[src/rtl/led_dim_ctrl.sv]
// led_dim_ctrl: multi-channel push-button LED controller.
// Each channel synchronises and debounces its button and detects press edges.
// A press toggles the LED between off and full brightness, or steps the brightness up.
// A shared free-running PWM counter turns each channel's level into a duty cycle.
module led_dim_ctrl #(
  parameter int N_CH      = 4,
  parameter int DB_CYCLES = 16,
  parameter int PWM_BITS  = 4,
  parameter int STEP      = 4
) (
  input  logic                     CLK,
  input  logic                     RST,
  input  logic [N_CH-1:0]          BTN,
  input  logic                     MODE,
  output logic [N_CH-1:0]          LED,
  output logic [N_CH*PWM_BITS-1:0] LEVEL,
  output logic [N_CH-1:0]          PRESS
);

  localparam int                  CW       = $clog2(DB_CYCLES);
  localparam logic [CW-1:0]       CNT_LAST = CW'(DB_CYCLES - 1);
  localparam logic [PWM_BITS-1:0] MAX      = {PWM_BITS{1'b1}};
  localparam logic [PWM_BITS:0]   STEP_EXT = (PWM_BITS + 1)'(STEP);

  logic [N_CH-1:0]     s1;
  logic [N_CH-1:0]     s2;
  logic [N_CH-1:0]     db;
  logic [N_CH-1:0]     db_prev;
  logic [CW-1:0]       cnt       [N_CH];
  logic [PWM_BITS-1:0] level     [N_CH];
  logic [PWM_BITS-1:0] level_nxt [N_CH];
  logic [PWM_BITS-1:0] pc;

  // Next brightness for one press. The step sum carries one extra bit so
  // that overflow wraps to zero instead of truncating.
  function automatic logic [PWM_BITS-1:0] next_level(
    input logic [PWM_BITS-1:0] cur,
    input logic                mode
  );
    logic [PWM_BITS:0] sum;
    sum = {1'b0, cur} + STEP_EXT;
    if (mode == 1'b0) begin
      next_level = (cur == {PWM_BITS{1'b0}}) ? MAX : {PWM_BITS{1'b0}};
    end else if (sum > {1'b0, MAX}) begin
      next_level = {PWM_BITS{1'b0}};
    end else begin
      next_level = sum[PWM_BITS-1:0];
    end
  endfunction

  // Two-flop synchroniser for the asynchronous buttons.
  always_ff @(posedge CLK) begin
    if (RST) begin
      s1 <= {N_CH{1'b0}};
      s2 <= {N_CH{1'b0}};
    end else begin
      s1 <= BTN;
      s2 <= s1;
    end
  end

  // Debounce: accept a new level only after DB_CYCLES consecutive differing samples.
  always_ff @(posedge CLK) begin
    if (RST) begin
      db      <= {N_CH{1'b0}};
      db_prev <= {N_CH{1'b0}};
      for (int i = 0; i < N_CH; i++) begin
        cnt[i] <= {CW{1'b0}};
      end
    end else begin
      db_prev <= db;
      for (int i = 0; i < N_CH; i++) begin
        if (s2[i] == db[i]) begin
          cnt[i] <= {CW{1'b0}};
        end else if (cnt[i] == CNT_LAST) begin
          db[i]  <= s2[i];
          cnt[i] <= {CW{1'b0}};
        end else begin
          cnt[i] <= cnt[i] + CW'(1);
        end
      end
    end
  end

  // Rising edge of the debounced level is an accepted press; releases are ignored.
  assign PRESS = db & ~db_prev;

  // Per-channel brightness update on an accepted press.
  always_comb begin
    for (int i = 0; i < N_CH; i++) begin
      level_nxt[i] = level[i];
      if (PRESS[i]) begin
        level_nxt[i] = next_level(level[i], MODE);
      end else begin
        level_nxt[i] = level[i];
      end
    end
  end

  // Brightness registers.
  always_ff @(posedge CLK) begin
    if (RST) begin
      for (int i = 0; i < N_CH; i++) begin
        level[i] <= {PWM_BITS{1'b0}};
      end
    end else begin
      for (int i = 0; i < N_CH; i++) begin
        level[i] <= level_nxt[i];
      end
    end
  end

  // Shared free-running PWM counter, wraps naturally at MAX.
  always_ff @(posedge CLK) begin
    if (RST) begin
      pc <= {PWM_BITS{1'b0}};
    end else begin
      pc <= pc + PWM_BITS'(1);
    end
  end

  // Registered LED drive; full level forces the LED solidly on.
  always_ff @(posedge CLK) begin
    if (RST) begin
      LED <= {N_CH{1'b0}};
    end else begin
      for (int i = 0; i < N_CH; i++) begin
        LED[i] <= (level[i] == MAX) | (pc < level[i]);
      end
    end
  end

  // Pack the per-channel levels onto the status bus.
  always_comb begin
    LEVEL = {(N_CH*PWM_BITS){1'b0}};
    for (int i = 0; i < N_CH; i++) begin
      LEVEL[i*PWM_BITS +: PWM_BITS] = level[i];
    end
  end

endmodule
[config.mk]
export PLATFORM = sky130hd
export DESIGN_NAME = led_dim_ctrl
export DESIGN_NICKNAME = d
export VERILOG_FILES = /design/src/rtl/led_dim_ctrl.sv
export SDC_FILE = /design/constraint.sdc
export NUM_CORES = 1
export LEC_CHECK = 0
export ABC_AREA = 1
export CAP_MARGIN = 20
export CORE_UTILIZATION = 45
export CTS_BUF_LIST = sky130_fd_sc_hd__clkbuf_16
export DETAILED_ROUTE_END_ITERATION = 10
export PLACE_DENSITY = 0.7
export SYNTH_ARGS = -nofsm -noshare
export SYNTH_HDL_FRONTEND = slang
export SYNTH_SLANG_ARGS = --single-unit
[constraint.sdc]
create_clock -name CLK -period 1.7 [get_ports CLK]
set_clock_uncertainty 0.15 [all_clocks]
set_input_delay 0.255 -clock CLK [delete_from_list [all_inputs] [get_ports CLK]]
set_output_delay 0.255 -clock CLK [all_outputs]
set_load 0.1 [all_outputs]
==> metrics.log <==
[metrics] run status: finished clean
[metrics] Synth Register Bits: 52
[metrics] average vias per placed instance: 4.65
[metrics] biggest area contributors in the synthesized netlist: dfxtp_1, edfxtp_1, ha_1
[metrics] Worst Hold Class: reg2reg
[metrics] number of global-route vias before repair: 2025
[metrics] Net count, final: 396
[metrics] final worst-path cycle share: 0.902
[metrics] clock root buffer: clkbuf_16
[metrics] Inserted Diodes: 0
[metrics] maximum fanout encountered on the critical timing path: 6
[metrics] highest clock frequency the design can meet: 0.653 GHz
[metrics] cell area power density: 774 nW/um^2
[metrics] switching part of the total: 0.257
[metrics] Final Setup Violations: 0
[metrics] routability congestion estimate: 0.778
[metrics] Overall Global Routing Usage: 0.170
[metrics] launch point of the worst path: db[2]
[metrics] clock buffer count from CTS: 5
[metrics] proportion of power drawn by the clock network: 0.357
[metrics] relative area change from synthesis to final layout: 32.7%
[metrics] final WL: 4620 um
[metrics] proportion of synthesized chip area in sequential cells: 0.460
[metrics] TritonCTS clock tree: done
[metrics] kind of start point of the critical path: register
[metrics] Chip Height: 78.2 um
[metrics] type of element capturing the critical path: output pin
[metrics] power dissipated by switching net loads: 689 uW
[metrics] H-Tree Level Count: 2
[metrics] post-route antenna net violation count: 0
[metrics] die area: 6110 um^2
[metrics] relative contribution of combinational cells to total power: 0.135
[metrics] detailed placement HPWL: 3580 um
[metrics] number of post-CTS setup repair buffers: 0
[metrics] sum of negative setup slack: 0 ns
[metrics] unrepaired setup endpoints after global routing: no
[metrics] post-detailed-route wirelength per cell: 10.7 um
[metrics] data arrival time at the worst-slack endpoint: 1.13 ns
[metrics] most instantiated cells after synthesis: nand2_1, inv_1, nor2_1
[metrics] first-pass GRT wire length: 8310 um
[metrics] top-level port count: 31
[metrics] count of final hold-check violations: 0
[metrics] share of the synthesized area in the top cell type: 0.276
[metrics] Yosys cell types: 23
[metrics] Worst IR Drop VDD: 0.626 mV
[metrics] first-pass detailed-route iteration total: 4
[metrics] horizontal extent of the die: 78.2 um
[metrics] worst hold path startpoint: s1[1]
[metrics] Setup WS post-layout: 0.167 ns
[metrics] maximum number of buffers from clock root to sink: 2
[metrics] maximum capacitance violations: 0
[metrics] DRC viols: 0
[metrics] number of core rows: 27
[metrics] overflow left after global routing: 0
[metrics] routed via count: 2014
[metrics] CTS Hold Bufs: 0
[metrics] clock transition at the registers of the reported paths: 0.06 ns
[metrics] static power due to leakage: 0.00161 uW
[metrics] share of synthesized flip-flops with an asynchronous set or reset: 0
[metrics] syn avg cell area: 8.40 um^2
[metrics] initial DRC count: 49
[metrics] flip-flop cell with the highest count after synthesis: dfxtp_1
[metrics] worst slack at placement: 0.0952 ns
[metrics] final count of pins violating max slew: 0
[metrics] Synth warnings: 0
[metrics] area of the mapped netlist: 2610 um^2
[metrics] top-count cell post-synth: nand2_1
[metrics] clk sinks: 52
[metrics] portion of total power attributed to sequential cells: 0.508
[metrics] cell internal power dissipation: 1990 uW
[metrics] fin crit period: 1.53 ns
[metrics] Post-synth EDFFs: 16
[metrics] Core Footprint: 5540 um^2
[metrics] share of post-route cells with drive strength above 1: 0.155
[metrics] antenna violations before repair: 0
[metrics] source-to-sink clock delay at the later pin of the worst-skew pair: 0.28 ns
[metrics] dominant cell type by area after synthesis: dfxtp_1
[metrics] number of buffers added on ports: 30
[metrics] post-cts gate resize count: 0
[metrics] Crit path required time: 1.29 ns
[metrics] classification of the worst setup path: reg2out
[metrics] R2R Path Start: level[0][2]
[metrics] number of inserted filler cells in the final layout: 492
[metrics] Initial Utilization: 0.471
[metrics] pin count of the biggest net entering global routing: 21
[metrics] Gate Count Post-Synth: 311
==> metrics by stage <==
stage	instances	power [uW]	util	area, um^2	hold WS, ns
final	433	2680	0.626	3470	0.254
after global routing	433	2810	0.626	3470	0.260
after CTS	433	2710	0.626	3470	0.254
after detailed placement	425	1760	0.600	3330	0.245
after global placement	425	1740	0.600	3330	0.241
after floorplan	326	1630	-	2710	0.212
==> critical path: stages, from the launching register on <==
cell and delay [ns]:
dfxtp_1 0.35, inv_1 0.10, nor2_4 0.19, buf_12 0.21
==> routing by layer <==
metal	part of all wire	vias to the layer above	track usage	wire, um
li1	-	1062	-	-
met1	0.46	916	0.209	2140
met2	0.50	31	0.291	2290
met3	0.030	5	0.0349	140
met4	0.010	0	0.0630	48
met5	0	-	0	0
==> cell families after synthesis <==
group	after synthesis	share of synthesized area
AND/OR/NAND/NOR	129	0.208
buffers and inverters	56	0.0872
flip-flops	52	0.460
AO/OA/AOI/OAI	34	0.0709
adder cells (fa/ha/maj)	29	0.139
XOR/XNOR	10	0.0335
other	1	0.00144
==> flip-flops by register name, summed over array words and instances (netlist names) <==
| signal | flops |
|---|---|
| cnt | 16 |
| level | 12 |
| LED | 4 |
| db | 4 |
| db_prev | 4 |
| pc | 4 |
| s1 | 4 |
| s2 | 4 |
==> cell type report <==
cell class / count / area (um^2) / share of cell area
repair buffers: 35 / 578 / 0.167
multi-input cells: 218 / 1250 / 0.362
well taps: 72 / 90.1 / 0.0260
clock inverters: 3 / 15.0 / 0.00433
inverters: 48 / 180 / 0.0520
clock buffers: 5 / 125 / 0.0361
flip-flops and latches: 52 / 1220 / 0.353
==> final timing paths <==
kind	depth (start not counted)	slack [ns]	endpoint
worst max-delay path	3	0.17	PRESS[2]
worst min-delay path	2	0.25	s2[1]
worst max register to register	10	0.19	level[0][0]
worst min register to register	2	0.25	s2[1]
==> cell usage in the layout (no fill, tap or decap), types with 6 or more instances in the layout <==
cell             count
xor2_1               9
a21oi_1             16
ha_1                29
buf_12              24
nor2_1              42
nand3_1             17
nand2_1             56
o21ai_0             12
dfxtp_2              9
dfxtp_1             24
conb_1              16
edfxtp_1            16
nor3_1               6
inv_1               48
clkdlybuf4s50_1      6
==> power by group through the flow <==
stage / combinational [uW] / sequential [uW] / clock [uW]
finish: 363 / 1360 / 958
detailed placement: 363 / 1390 / 0
floorplan: 152 / 1470 / 0
global route: 401 / 1370 / 1040
CTS: 364 / 1360 / 983
global placement: 354 / 1390 / 0
Power figures use the tool's default switching activity.
